==> config.mk <==
export PLATFORM = sky130hd
export DESIGN_NAME = bridge_arbiter
export DESIGN_NICKNAME = d
export VERILOG_FILES = /design/src/rtl/bridge_arb_pkg.sv /design/src/rtl/rr_picker.sv /design/src/rtl/bridge_arbiter.sv
export SDC_FILE = /design/constraint.sdc
export NUM_CORES = 1
export LEC_CHECK = 0
export BUFFER_PORTS_ARGS = -buffer_cell sky130_fd_sc_hd__buf_2
export CAP_MARGIN = 15
export CELL_PAD_IN_SITES_DETAIL_PLACEMENT = 1
export CELL_PAD_IN_SITES_GLOBAL_PLACEMENT = 1
export CORE_AREA = 5 5 198 200
export CTS_CLUSTER_DIAMETER = 120
export DETAILED_ROUTE_END_ITERATION = 8
export DIE_AREA = 0 0 203 205
export PLACE_DENSITY_LB_ADDON = 0.1
export SLEW_MARGIN = 10
export SYNTH_ARGS = -nofsm -noshare
export SYNTH_HDL_FRONTEND = slang
export SYNTH_SLANG_ARGS = --single-unit
==> constraint.sdc <==
create_clock -name clk -period 1.85 [get_ports clk]
set_input_delay 0.0925 -clock clk [delete_from_list [all_inputs] [get_ports clk]]
set_output_delay 0.0925 -clock clk [all_outputs]
set_load 0.01 [all_outputs]
==> src/rtl/bridge_arb_pkg.sv <==
// bridge_arb_pkg: shared widths and arbiter state encoding.
// DRAIN is present only when BRIDGE_ARB_TIMEOUT_EN is defined.
package bridge_arb_pkg;
  localparam int ADDR_W = 8;
  localparam int DATA_W = 64;
  typedef enum logic [2:0] {
    IDLE,
    ISSUE,
    WAIT,
    RESP
`ifdef BRIDGE_ARB_TIMEOUT_EN
    , DRAIN
`endif
  } arb_state_e;
endpackage

==> src/rtl/rr_picker.sv <==
// rr_picker: combinational round-robin pick of the first set request at or after ptr, wrapping.
module rr_picker #(
  parameter int N_REQ = 4,
  localparam int IDX_W = $clog2(N_REQ)
) (
  input  logic [N_REQ-1:0] req_valid,
  input  logic [IDX_W-1:0] ptr,
  output logic [IDX_W-1:0] win,
  output logic             any
);
  logic [IDX_W-1:0] j;
  always_comb begin
    win = '0;
    j = '0;
    for (int k = N_REQ - 1; k >= 0; k--) begin
      j = IDX_W'((int'(ptr) + k) % N_REQ);
      if (req_valid[j]) win = j;
    end
  end
  assign any = |req_valid;
endmodule

==> src/rtl/bridge_arbiter.sv <==
// bridge_arbiter: round-robin sharing of the bridge C-side port, one transaction in flight.
// Define BRIDGE_ARB_TIMEOUT_EN to add the WAIT timeout abort and the DRAIN state.
module bridge_arbiter
  import bridge_arb_pkg::*;
#(
  parameter int N_REQ   = 4,
  parameter int TIMEOUT = 1023
) (
  input  logic                    clk,
  input  logic                    rst,
  input  logic [N_REQ-1:0]        req_valid,
  input  logic [N_REQ-1:0]        req_r_wb,
  input  logic [N_REQ*ADDR_W-1:0] req_addr,
  input  logic [N_REQ*DATA_W-1:0] req_data_w,
  output logic [N_REQ-1:0]        req_ack,
  output logic [N_REQ-1:0]        rsp_valid,
  output logic [DATA_W-1:0]       rsp_data,
  output logic                    rsp_err,
  output logic                    C_in_valid,
  output logic [ADDR_W-1:0]       C_addr,
  output logic                    C_r_wb,
  output logic [DATA_W-1:0]       C_data_w,
  input  logic                    C_out_valid,
  input  logic [DATA_W-1:0]       C_data_r
);
  localparam int IDX_W = $clog2(N_REQ);
  localparam logic [N_REQ-1:0] ONE = N_REQ'(1);

  if (N_REQ < 2 || N_REQ > 8 || TIMEOUT < 1) begin : g_cfg_check
    $error("bridge_arbiter: unsupported N_REQ or TIMEOUT");
  end

  arb_state_e state_q, state_d;
  logic [IDX_W-1:0] ptr_q, ptr_d, win_q, win_d, pick;
  logic any;
  logic r_wb_q, r_wb_d;
  logic [ADDR_W-1:0] addr_q, addr_d;
  logic [DATA_W-1:0] wdata_q, wdata_d, rdata_q, rdata_d;
  logic [ADDR_W-1:0] addr_a [N_REQ];
  logic [DATA_W-1:0] wdata_a [N_REQ];

  for (genvar g = 0; g < N_REQ; g++) begin : g_unpack
    assign addr_a[g]  = req_addr[g*ADDR_W +: ADDR_W];
    assign wdata_a[g] = req_data_w[g*DATA_W +: DATA_W];
  end

  rr_picker #(.N_REQ(N_REQ)) u_picker (
    .req_valid(req_valid),
    .ptr(ptr_q),
    .win(pick),
    .any(any)
  );

`ifdef BRIDGE_ARB_TIMEOUT_EN
  localparam int CNT_W = $clog2(TIMEOUT + 1);
  logic [CNT_W-1:0] cnt_q, cnt_d;
  logic err_q, err_d;
`endif

  always_comb begin
    state_d = state_q;
    ptr_d = ptr_q;
    win_d = win_q;
    r_wb_d = r_wb_q;
    addr_d = addr_q;
    wdata_d = wdata_q;
    rdata_d = rdata_q;
`ifdef BRIDGE_ARB_TIMEOUT_EN
    cnt_d = cnt_q;
    err_d = err_q;
`endif
    case (state_q)
      IDLE: if (any) begin
        state_d = ISSUE;
        win_d = pick;
        r_wb_d = req_r_wb[pick];
        addr_d = addr_a[pick];
        wdata_d = wdata_a[pick];
      end
      ISSUE: begin
        state_d = WAIT;
        ptr_d = (win_q == IDX_W'(N_REQ - 1)) ? '0 : win_q + 1'b1;
`ifdef BRIDGE_ARB_TIMEOUT_EN
        cnt_d = '0;
`endif
      end
      WAIT: if (C_out_valid) begin
        state_d = RESP;
        rdata_d = r_wb_q ? C_data_r : '0;
`ifdef BRIDGE_ARB_TIMEOUT_EN
        err_d = 1'b0;
`endif
      end
`ifdef BRIDGE_ARB_TIMEOUT_EN
      else if (cnt_q + 1'b1 == CNT_W'(TIMEOUT)) begin
        state_d = RESP;
        rdata_d = '0;
        err_d = 1'b1;
      end else cnt_d = cnt_q + 1'b1;
      RESP: state_d = err_q ? DRAIN : IDLE;
      // The aborted transaction's late completion must be swallowed before rearbitrating
      DRAIN: if (C_out_valid) state_d = IDLE;
`else
      RESP: state_d = IDLE;
`endif
      default: state_d = IDLE;
    endcase
  end

  always_ff @(posedge clk)
    if (rst) begin
      state_q <= IDLE;
      ptr_q <= '0;
      win_q <= '0;
      r_wb_q <= 1'b0;
      addr_q <= '0;
      wdata_q <= '0;
      rdata_q <= '0;
    end else begin
      state_q <= state_d;
      ptr_q <= ptr_d;
      win_q <= win_d;
      r_wb_q <= r_wb_d;
      addr_q <= addr_d;
      wdata_q <= wdata_d;
      rdata_q <= rdata_d;
    end

`ifdef BRIDGE_ARB_TIMEOUT_EN
  always_ff @(posedge clk)
    if (rst) begin
      cnt_q <= '0;
      err_q <= 1'b0;
    end else begin
      cnt_q <= cnt_d;
      err_q <= err_d;
    end
  assign rsp_err = (state_q == RESP) & err_q;
`else
  assign rsp_err = 1'b0;
`endif

  assign C_in_valid = state_q == ISSUE;
  assign req_ack = (state_q == ISSUE) ? ONE << win_q : '0;
  assign rsp_valid = (state_q == RESP) ? ONE << win_q : '0;
  assign rsp_data = rdata_q;
  assign C_addr = addr_q;
  assign C_r_wb = r_wb_q;
  assign C_data_w = wdata_q;

  // A requester must have dropped its request before its own response
  assert property (@(posedge clk) disable iff (rst) (state_q == RESP) |-> !req_valid[win_q]);
endmodule

After elaboration in Yosys (flattened, before gate mapping):

Cells that the tools add are included.

* register bits after elaboration: 144
* output and inout port bits: 147
* input bits: 363

* bitwise gates (word level): 1
* $lt $le $gt $ge: 6
* muxes and demuxes: 27
* equality and inequality tests: 6
* add/sub/neg operators: 4
* reduce and logical (&&, ||, !) cells: 5
* shift operators: 1

Operators with widths (count)
* 2-to-1 mux 64 bit: 3
* binary-select mux 64 bit (select 2 bit): 1
* binary-select mux 8 bit (select 2 bit): 1
* 2-to-1 mux 8 bit: 2
* < comparator 2 x 3 -> 1 bit, second input constant: 5
* binary-select mux 1 bit (select 2 bit): 5
* 2-to-1 mux 2 bit: 5
* case mux 3 bit (3 select lines): 1
* 2-to-1 mux 4 bit: 2
* equality test 3 x 2 -> 1 bit, second input constant: 2
* 2-to-1 mux 3 bit: 2
* AND reduction 2 bit: 3
* 2-to-1 mux 1 bit: 5
* adder 2 x 1 -> 2 bit, second input constant: 2
* adder 2 bit, second input constant: 2
* inequality test 2 bit, second input constant: 2
* OR reduction 4 bit: 1
* left shift 1 x 2 -> 4 bit, first input constant: 1
* equality test 3 x 1 -> 1 bit, second input constant: 1
* greater-or-equal comparator 3 bit, second input constant: 1
* zero test 3 bit: 1
* inverter 2 -> 3 bit: 1
* equality test 2 bit, second input constant: 1

Depth between registers and ports, before layout:

Gate-level depths: netlist (run 1).

* depth after elaboration: 11
* mapped depth: 8
* depth with buffers taken out: 7

By module:

Synthesis (run 1) repeated with hierarchy kept, for this count alone.

* cell total of the unflattened synthesis: 758
* area total of the unflattened synthesis: 7094.3 um^2

By module, submodules not included
* bridge_arbiter: area each 7016.7 um^2, instances 1, cells each 745, seq. area each 2862.7 um^2
* rr_picker: area each 77.6 um^2, instances 1, cells each 13, seq. area each 0.0 um^2

Worst setup path before layout (run 1):

No wires, ideal clock.

* path type: reg2reg
* from: register state_q[0]
* to: register rdata_q[59], in the netlist rsp_data[59]
* arrival time: 1.483 ns
* slack: 0.297 ns
* stages on the path, launching flop included: 8
* library setup time: 0.071 ns
* buffers on the path: 2
* path through: dfxtp_1 inv_1 ha_1 and2_1 clkbuf_1 clkbuf_1 nand3_1 a21oi_1

* cells in the longest elaborated chain, start to end: 2

RTL lines
* start: declaration: RTL line bridge_arbiter.sv:33 `arb_state_e state_q, state_d;`
* start signal: assignment: RTL line bridge_arbiter.sv:120 `state_q <= state_d;`
* equality test 3 x 2 -> 1 bit: RTL line bridge_arbiter.sv:72 `case (state_q)`
* AND reduction 2 bit (no source line)
* end signal: assignment: RTL line bridge_arbiter.sv:126 `rdata_q <= rdata_d;`
* end: declaration: RTL line bridge_arbiter.sv:38 `logic [DATA_W-1:0] wdata_q, wdata_d, rdata_q, rdata_d;`

Every way passes these cells.
A chain may end at the register's enable or synchronous reset.

Worst setup path after layout (run 1):

* from: register ptr_q[0]
* to: register wdata_q[57], in the netlist C_data_w[57]

* cells in the longest elaborated chain, start to end: 11
* elaborated cells on any way between the ends: 19

RTL lines
* start: declaration: RTL line bridge_arbiter.sv:34 `logic [IDX_W-1:0] ptr_q, ptr_d, win_q, win_d, pick;`
* start signal: assignment: RTL line bridge_arbiter.sv:121 `ptr_q <= ptr_d;`
* adder 2 bit: RTL line rr_picker.sv:16 `j = IDX_W'((int'(ptr) + k) % N_REQ);`
* binary-select mux 1 bit (select 2 bit): RTL line rr_picker.sv:17 `if (req_valid[j]) win = j;`
* 2-to-1 mux 1 bit (implied by the code): RTL line rr_picker.sv:17
* 2-to-1 mux 2 bit (3 in a row): RTL line rr_picker.sv:17
* 2-to-1 mux 2 bit *: RTL line rr_picker.sv:17
* inverter 2 -> 3 bit (implied by the code) *: RTL line bridge_arbiter.sv:78 `wdata_d = wdata_a[pick];`
* binary-select mux 64 bit (select 2 bit) *: RTL line bridge_arbiter.sv:78
* 2-to-1 mux 64 bit (implied by the code) * (2 in a row): RTL line bridge_arbiter.sv:78
* end signal: assignment: RTL line bridge_arbiter.sv:125 `wdata_q <= wdata_d;`
* end: declaration: RTL line bridge_arbiter.sv:38

Every way passes the cells marked *; elsewhere a longest branch is shown, timed or not. The select of a mux whose other input is x is not followed.

==> impl_metrics.ini, run 1 <==
[cts]
h-tree-depth = 4
root_buffer = clkbuf_16
cts_buffers = 17
clockBufferDepth = 2
clock_latency_ns = 0.44
cts_tree = built
clock-sinks = 143
clk_pin_slew_ns = 0.07

[setup_path]
crit_slowest_cell = dfxtp_2
r2r-end = C_data_w[57]
start_kind = register
r2r_cells = 8
critical_path_required_ns = 2.17
endpoint = C_data_w[57]
critPathMaxStageDelay_ns = 0.35
worstSetupPathType = register to register
arrival_ns = 2.09
worstPathMaxFanout = 11
critPathLaunch = ptr_q[0]
r2r_start = ptr_q[0]
worst-r2r-setup-slack_ns = 0.08
crit_chain = nand2b_1 -> a21oi_2 -> a21oi_4 -> buf_12 -> clkbuf_16 -> buf_16 -> mux2i_2 -> o221ai_2
crit_path_end_kind = register

[timing]
slew_headroom = 0.633
slew_violations = 0
setup_ws_ns = 0.0760
rsz0062_at_grt = yes
setup_tns_ns = 0
fmax_mhz = 564
min_period_over_period = 0.959
finalSetupViolations = 0
period_needed_ns = 1.77
hold_violations = 0
worst_pin_slew_ns = 0.551
skew_ns = 0.0110

[grt]
grt_pass1_vias = 10500
grt_pass1_wl_mm = 62.3
grtUsageTotal = 0.192
overflow = 0
antenna_found_initial = 5
grt_max_degree = 46

[drt]
wl_per_cell_um = 20.6
num_vias = 9258
drtIter0Drc = 218
dr.pass1.iters = 4
routed_wl_mm = 43.1
vias_per_cell = 4.43
final_antenna_net_count = 0
post-route-drc-count = 0

[pwr]
pwr-share-clk = 0.225
leakagePower_nw = 6.64
peakVddDrop_mv = 0.646
pwr_density_cell_nw_per_um2 = 1000
p_seq_frac = 0.284
total_power_mw = 15.2
p_int_mw = 9.38
p_switching_mw = 5.85
comb_power_share = 0.490
swShare = 0.384

[job]
max_cap_viol_count = 0

[placement]
post-place-ws_ns = -0.0176
gp_congestion = 0.834
numPortBuffers = 508
dp_hpwl_mm = 30.4
place_area_um2 = 10700

[synthesis]
ys_ff_latch = 143
netlist.area_leader.share = 0.384
avgSynthCellArea_um2 = 9.85
yosys.area.top_type = dfxtp_1
synth_cell_types = 28
ys_seq_area_frac = 0.384
synth_cells = 757
syn_area_um2 = 7450
ys_top_cells_by_area = dfxtp_1, mux2i_1, o221ai_2, nand2_1, a21oi_1
synth_warnings = 0
synth_nets = 1129

[finish]
drive_above_1_share = 0.451
nFillCells = 4276
final_nets = 1972
areaGrowthSynthToFinish_pct = 104
fin_area_um2 = 15200
finish.utilization = 0.409

[die]
core_um2 = 37200
die_w_um = 203
rows = 71
die_area_um2 = 41600
ios = 510
initial_core_util = 0.200
dieHeight_um = 205

[hold_path]
worstHoldPathType = input port to register

[run_status]
status = completed
==> power by group through the flow <==
stage          clock (mW)  combinational [mW]  sequential (mW)
2_1_floorplan           0                3.38             4.59
3_3_place_gp            0                6.31             4.39
3_5_place_dp            0                6.34             4.40
4_1_cts              3.57                6.93             4.33
5_1_grt              3.67                8.02             4.42
6_report             3.43                7.47             4.33
==> routing by layer <==
layer,global-route usage,share of wire,vias to the layer above
met5,0,0.00016,-
met4,0.0730,0.031,2
met3,0.0581,0.071,81
met2,0.348,0.51,357
met1,0.212,0.39,4375
li1,-,-,4443
==> registers in the layout, indices dropped and copies added (netlist names) <==
name,cells
C_data_w,64
rsp_data,64
C_addr,8
ptr_q,2
state_q,2
win_q,2
C_r_wb,1
==> kinds of logic (layout without fill, tap and decap cells) <==
group | Yosys count | count (layout) | share of synthesized area
compound gates | 148 | 148 | 0.200
fa+ha+maj | 9 | 9 | 0.0151
buf+inv | 76 | 932 | 0.0673
flops | 143 | 143 | 0.384
mux | 150 | 150 | 0.201
other cells | 1 | 6 | 0.000503
simple gates | 230 | 230 | 0.132
==> worst min path at each step <==
| stage | start | end | slack (ns) | cells after the start |
|---|---|---|---|---|
| after floorplan | C_data_r[0] | rsp_data[0] | 0.26 | 2 |
| after global placement | C_data_r[32] | rsp_data[32] | 0.36 | 3 |
| after detailed placement | C_data_r[38] | rsp_data[38] | 0.37 | 3 |
| after CTS | req_data_w[37] | C_data_w[37] | 0.0002 | 3 |
| after global routing | req_data_w[128] | C_data_w[0] | -0.006 | 3 |
| final | req_data_w[128] | C_data_w[0] | 0.005 | 3 |
==> cell usage in the layout (no fill, tap or decap), types with 2 or more instances in the layout <==
master / netlist / routed
mux2i_4: 0 / 21
nand2_1: 138 / 137
clkbuf_16: 0 / 23
inv_6: 0 / 3
mux2i_2: 0 / 30
a21oi_1: 69 / 67
buf_12: 0 / 17
nand2b_1: 3 / 2
buf_6: 23 / 4
dlygate4sd3_1: 0 / 330
nand3_1: 64 / 64
inv_1: 8 / 8
diode_2: 0 / 5
clkinv_4: 0 / 5
clkinvlp_4: 0 / 4
a21oi_2: 0 / 2
buf_2: 8 / 508
nor2_1: 13 / 12
buf_4: 3 / 23
and2_1: 9 / 8
buf_16: 0 / 3
ha_1: 9 / 9
mux2i_1: 150 / 99
dfxtp_1: 143 / 141
o221ai_2: 70 / 70
o221ai_1: 3 / 3
dfxtp_2: 0 / 2
==> Yosys cell counts <==
master and n:
a21oi_1 69, o221ai_2 70, mux2i_1 150, a41oi_1 1, clkbuf_4 6, a211oi_2 1, o41ai_2 1, conb_1 1
buf_6 23, a21o_1 1, nand2_2 1, dfxtp_1 143, nor2_1 13, a21oi_4 1, clkbuf_1 27, nand2_1 138
ha_1 9, o22ai_1 1, o221ai_1 3, buf_4 3, and2b_1 1, nand2b_1 3, nor2b_1 1, buf_2 8
buf_1 1, and2_1 9, inv_1 8, nand3_1 64
==> cell type report <==
cell class              instances  area, um^2  share of cell area
inverters                       8        30.0             0.00197
clock buffers                  18         439              0.0289
diodes                          5        12.5            0.000822
multi-input cells             538        4490               0.295
clock inverters                14         135             0.00888
repair buffers                892        6650               0.437
flip-flops and latches        143        2870               0.188
well taps                     474         593              0.0390
==> metrics by stage <==
stage               std cells  hold slack [ns]
finish                   2092          0.00543
global placement         1716            0.364
global route             2091         -0.00579
floorplan                 757            0.260
detailed placement       1716            0.369
CTS                      2077         0.000181
==> what timing repair did <==
| action | in CTS | in global routing |
|---|---|---|
| buffers inserted | 0 | 3 |
| resized for setup | 3 | 82 |
| hold endpoints to repair | 137 | 1 |
| gates cloned | 0 | 6 |
| hold buffers | 329 | 1 |
| endpoints found under the setup margin | 3 | 71 |
==> critical path, delay by kind of cell (launching register included) <==
kind,cells,cell delay [ns]
buffers and inverters,3,0.48
AO/OA/AOI/OAI,3,0.37
flip-flops,1,0.35
multiplexers,1,0.29
AND/OR/NAND/NOR,1,0.14
Power figures use the tool's default switching activity.
==> run 2: changes to the inputs <==
Settings changed: ABC_AREA set to 1, CORE_AREA 5 5 198 200 to 5 5 197 199, DIE_AREA 0 0 203 205 to 0 0 202 204, SLEW_MARGIN 10 to not set.
==> run 2 against run 1 <==
The flow now finishes with violations (negative setup slack). Setup slack got worse by 0.11 ns. First-iteration DRC count grew 59%. Largest cell class unchanged. Final area fell by 3.4%. Register-to-register slack got worse by 0.11 ns.
==> impl_metrics.ini, run 2 <==
[timing]
skew_ns = 0.0136
finalSetupViolations = 17
min_period_over_period = 1.02
rsz0062_at_grt = yes
setup_ws_ns = -0.0347
period_needed_ns = 1.88
slew_violations = 0
fmax_mhz = 531
hold_violations = 0

[die]
dieHeight_um = 204
initial_core_util = 0.231
rows = 71
ios = 510
die_w_um = 202
die_area_um2 = 41200
core_um2 = 37000

[pwr]
leakagePower_nw = 7.95
peakVddDrop_mv = 0.793
pwr_density_cell_nw_per_um2 = 1490

[grt]
grt_pass1_vias = 12000
antenna_found_initial = 20
overflow = 0
grt_pass1_wl_mm = 69.9
grt_max_degree = 65
grtUsageTotal = 0.216

[drt]
wl_per_cell_um = 18.9
dr.pass1.iters = 4
num_vias = 11500
vias_per_cell = 4.52
post-route-drc-count = 0
final_antenna_net_count = 0
routed_wl_mm = 48.0
drtIter0Drc = 346

[synthesis]
ys_async_sr_fraction = 0
ys_seq_area_frac = 0.335
synthTopCellsByCount = nand2_1, nand3_1, nor2_1, inv_1, dfxtp_1
ys_ff_latch = 143
avgSynthCellArea_um2 = 6.06
synth_flop_cell = dfxtp_1
netlist.area_leader.share = 0.335
syn_area_um2 = 8540
synth_warnings = 0
synth-edff-count = 0
synth_nets = 1781
yosysMostFrequentCell = nand2_1
synth_cells = 1409
synth_cell_types = 26
ys_top_cells_by_area = dfxtp_1, nand2_1, nand3_1, nor2_1, inv_1
yosys.area.top_type = dfxtp_1

[placement]
place_area_um2 = 12000
dp_hpwl_mm = 34.0
gp_congestion = 0.826
numPortBuffers = 508

[cts]
cts_tree = built
clk_pin_slew_ns = 0.07
clockBufferDepth = 2
root_buffer = clkbuf_16
cts_buffers = 17
clock-sinks = 143
clock_latency_ns = 0.44
h-tree-depth = 4

[setup_path]
arrival_ns = 2.22
worstPathMaxFanout = 8
endpoint = C_data_w[50]
crit_path_end_kind = register
r2r-end = C_data_w[50]
r2r_cells = 12
r2r_start = ptr_q[0]
worst-r2r-setup-slack_ns = -0.03
critPathLaunch = ptr_q[0]
start_kind = register
worstSetupPathType = register to register
critical_path_required_ns = 2.19

[finish]
drive_above_1_share = 0.340
fin_area_um2 = 14700
layout_commonest_cell = buf_2
areaGrowthSynthToFinish_pct = 72.0
final_cell_mix = buf_2, nand2_1, nand3_1
final_nets = 2412
finish.utilization = 0.397

[run_status]
failed_checks = negative setup slack
status = finished, violations left

[hold_path]
worstHoldPathType = input port to register

[job]
max_cap_viol_count = 0
## run 2: cell types whose count changed in the layout (fill, tap and decap cells not counted), sizes merged, moves of 8 or more
cell,previous run,this run
inv,11,173
mux2i,150,0
nand3,64,257
buf,556,579
nand3b,0,27
and3b,0,30
nand2,139,391
dlygate4sd3,330,121
a21oi,70,85
o221ai,73,0
nor2,13,184
and2,9,0
o21ai,0,8
## run 2: metrics by stage
step                cells  setup TNS, ns  setup WS (ns)  hold WS [ns]  total power, mW
floorplan            1409              0         0.0588         0.253             11.2
global placement     2347          -8.03         -0.226         0.358             15.5
detailed placement   2347         -13.99         -0.308         0.368             15.6
CTS                  2508        -0.0978        -0.0157      0.000602             20.2
global route         2537          -7.00         -0.160        0.0147             23.7
finish               2539         -0.229        -0.0347        0.0101             21.9
## run 2: how the worst min path moves through the flow
stage / from / to / slack, ns / cells past startpoint
after floorplan: C_data_r[0] / rsp_data[0] / 0.25 / 2
after CTS: req_addr[20] / C_addr[4] / 0.0006 / 4
final: req_data_w[17] / C_data_w[17] / 0.01 / 5
after global placement: C_data_r[62] / rsp_data[62] / 0.36 / 3
after detailed placement: C_data_r[2] / rsp_data[2] / 0.37 / 3
after global routing: req_addr[24] / C_addr[0] / 0.01 / 4
## run 2: routing by layer
metal	track usage	wire [um]	vias up
met4	0.0571	642	14
met1	0.257	20000	5378
met2	0.380	24100	352
li1	-	-	5699
met3	0.0651	3160	41
met5	0	74	-
## run 2: area by class of cell
| type | count | area [um^2] |
|---|---|---|
| repair buffers | 714 | 5120 |
| flip-flops and latches | 143 | 2870 |
| clock buffers | 17 | 425 |
| diodes | 12 | 30.0 |
| well taps | 474 | 593 |
| fillers | 4809 | 22300 |
| multi-input cells | 996 | 4870 |
| clock inverters | 15 | 135 |
| inverters | 168 | 651 |
## run 2: worst max-delay path, cell delays in order (launching register included)
cell,delay [ns]
dfxtp_4,0.40
nand2_1,0.10
nor2_2,0.16
nor2_4,0.06
o21a_1,0.11
nand2_2,0.09
nand2_4,0.08
nor2_4,0.27
buf_12,0.16
clkbuf_16,0.17
nand3_2,0.07
nand2_1,0.07
nor2_1,0.04
## run 2: cells by family (layout without fill, tap and decap cells)
family | count (synthesis) | count (layout) | synth area share
fa+ha+maj | 9 | 9 | 0.0132
flops | 143 | 143 | 0.335
simple gates | 889 | 890 | 0.461
other cells | 1 | 13 | 0.000439
compound gates | 96 | 96 | 0.0573
buf+inv | 271 | 914 | 0.133
## run 2: power breakdown
| part | switching [mW] | total (mW) | internal, mW |
|---|---|---|---|
| combinational | 8.13 | 14.3 | 6.14 |
| sequential | 0.397 | 4.19 | 3.80 |
| clock | 1.55 | 3.42 | 1.87 |
## run 2: repair_timing
action                                  4_1_cts  5_1_grt
pin swaps                                     6       37
cloned                                        4       15
gates resized for setup                      35       70
hold buffers                                121        0
endpoints found under the hold margin        93        0
setup buffers                                 5        5
endpoints found under the setup margin       73       74
==> run 3: changes to the inputs <==
Settings changed: CTS_CLUSTER_DIAMETER 120 to 100, PLACE_DENSITY_LB_ADDON 0.1 to 0.15, REMOVE_ABC_BUFFERS set to 1.
==> run 3 against run 2 <==
The run still ends with negative setup slack left. Global-route usage decreased by 0.13 points. Via count increased by 4.4%. Sequential share of layout area decreased by 0.93 points. Fmax decreased by 3.7%. Final cell count increased by 1.7%. Combinational power increased by 11%. Non-clock buffer count increased by 48. First-iteration DRC count increased by 17%. Sequential power increased by 1%. Utilization increased by 2.0 points. Total power increased by 8.5%. Largest cell class unchanged.
==> impl_metrics.ini, run 3 (synthesized netlist as in run 2, its figures left out) <==
[job]
max_cap_viol_count = 0

[finish]
final_nets = 2459
final_cell_mix = buf_2, nand2_1, nand3_1
areaGrowthSynthToFinish_pct = 80.6
finish.utilization = 0.416
layout_commonest_cell = buf_2
drive_above_1_share = 0.354
nFillCells = 4798

[pwr]
p_seq_frac = 0.178
leakagePower_nw = 8.27
p_switching_mw = 10.7
peakVddDrop_mv = 0.810
pwr-share-clk = 0.153
comb_power_share = 0.669
pwr_density_cell_nw_per_um2 = 1540
p_int_mw = 13.1
swShare = 0.450

[drt]
final_antenna_net_count = 0
dr.pass1.iters = 5
vias_per_cell = 4.64
post-route-drc-count = 0
wl_per_cell_um = 19.2
routed_wl_mm = 49.6
drtIter0Drc = 406
num_vias = 12000

[grt]
grtUsageTotal = 0.215
overflow = 0
grt_pass1_wl_mm = 70.0
grt_max_degree = 55
grt_pass1_vias = 12600
antenna_found_initial = 15

[setup_path]
endpoint = C_data_w[51]
start_kind = register
worst-r2r-setup-slack_ns = -0.11
worstSetupPathType = register to register
crit_chain = buf_4 -> o21ai_4 -> nand2_2 -> nand3_4 -> nand2_2 -> nand2_4 -> nand2_8 -> buf_12 -> inv_12 -> clkbuf_16 -> nand2_1 -> and3b_1 -> nor2_1
worst_path_most_repeated_cell = nand2_2
critPathLaunch = ptr_q[0]
r2r-end = C_data_w[51]
worstPathMaxFanout = 9
crit_path_end_kind = register
r2r_start = ptr_q[0]
crit_slowest_cell = dfxtp_4
critical_path_required_ns = 2.22
r2r_cells = 13
critPathMaxStageDelay_ns = 0.37
arrival_ns = 2.33

[die]
rows = 71
die_area_um2 = 41200
dieHeight_um = 204
die_w_um = 202
ios = 510
core_um2 = 37000
initial_core_util = 0.231

[timing]
finalSetupViolations = 72
hold_violations = 0
setup_ws_ns = -0.108
rsz0062_at_grt = yes
min_period_over_period = 1.06
fmax_mhz = 511
finalHoldWorstSlack_ns = 0.0150
period_needed_ns = 1.96
slew_violations = 0
skew_ns = 0.0109

[cts]
cts_buffers = 17
cts_tree = built
h-tree-depth = 4
root_buffer = clkbuf_16
clockBufferDepth = 2
clock_latency_ns = 0.45
clk_pin_slew_ns = 0.07
clock-sinks = 143

[run_status]
status = finished, violations left
failed_checks = negative setup slack

[placement]
dp_hpwl_mm = 32.6
numPortBuffers = 508
gp_congestion = 0.842

[hold_path]
worstHoldPathType = input port to register
==> run 3: power by group through the flow <==
stage                     Sequential (mW)  Combinational (mW)  Clock (mW)
after floorplan                      4.83                5.24           0
after global placement               4.23                11.4           0
after detailed placement             4.25                11.6           0
after CTS                            4.20                12.7        3.74
after global routing                 4.30                17.3        3.84
final                                4.23                15.9        3.62
==> run 3: layer usage <==
| metal | GRT usage | wire (um) | vias to the layer above |
|---|---|---|---|
| met5 | 0 | 49 | - |
| met4 | 0.0952 | 1890 | 10 |
| met3 | 0.0565 | 3010 | 114 |
| met2 | 0.380 | 24700 | 412 |
| met1 | 0.243 | 19900 | 5660 |
| li1 | - | - | 5793 |
==> run 3: how the worst min path moves through the flow <==
| stage | cells after the start | from | end | slack, ns |
|---|---|---|---|---|
| after global placement | 3 | C_data_r[10] | rsp_data[10] | 0.36 |
| after global routing | 4 | req_data_w[134] | C_data_w[6] | 0.02 |
| after CTS | 4 | req_data_w[249] | C_data_w[57] | 0.0004 |
| after detailed placement | 3 | C_data_r[22] | rsp_data[22] | 0.37 |
| final | 5 | req_data_w[222] | C_data_w[30] | 0.02 |
| after floorplan | 1 | rst | rsp_data[0] | 0.16 |
==> run 3: what timing repair did <==
action / CTS / global route
endpoints found under the hold margin: 94 / 0
pin swaps: 3 / 60
hold buffers: 152 / 0
gates resized for setup: 31 / 119
endpoints found under the setup margin: 74 / 75
setup buffers: 3 / 13
gates cloned: 4 / 23
==> run 3: through the flow <==
step           setup WS (ns)  total power, mW  setup TNS, ns  instances  cell area, um^2
6_report              -0.108             23.7          -3.73       2583            15400
5_1_grt               -0.214             25.5         -11.99       2583            15400
4_1_cts              -0.0694             20.7          -2.66       2539            14400
3_5_place_dp          -0.202             15.8         -10.47       2349            12000
3_3_place_gp          -0.143             15.7          -6.59       2349            12000
2_1_floorplan          -4.32             10.1        -328.17       1306             8030
==> run 3: area by class of cell <==
type | instances | area (um^2) | area share
diodes | 10 | 25.0 | 0.00162
clock buffers | 20 | 467 | 0.0303
clock inverters | 11 | 129 | 0.00835
inverters | 168 | 661 | 0.0428
multi-input cells | 995 | 4970 | 0.322
flip-flops and latches | 143 | 2870 | 0.186
well taps | 474 | 593 | 0.0384
repair buffers | 762 | 5710 | 0.370
==> run 3: critical path, delay by kind of cell (launching register included) <==
| family | cells | cell delay (ns) |
|---|---|---|
| compound gates | 1 | 0.16 |
| simple gates | 8 | 0.73 |
| buf+inv | 4 | 0.58 |
| flops | 1 | 0.37 |
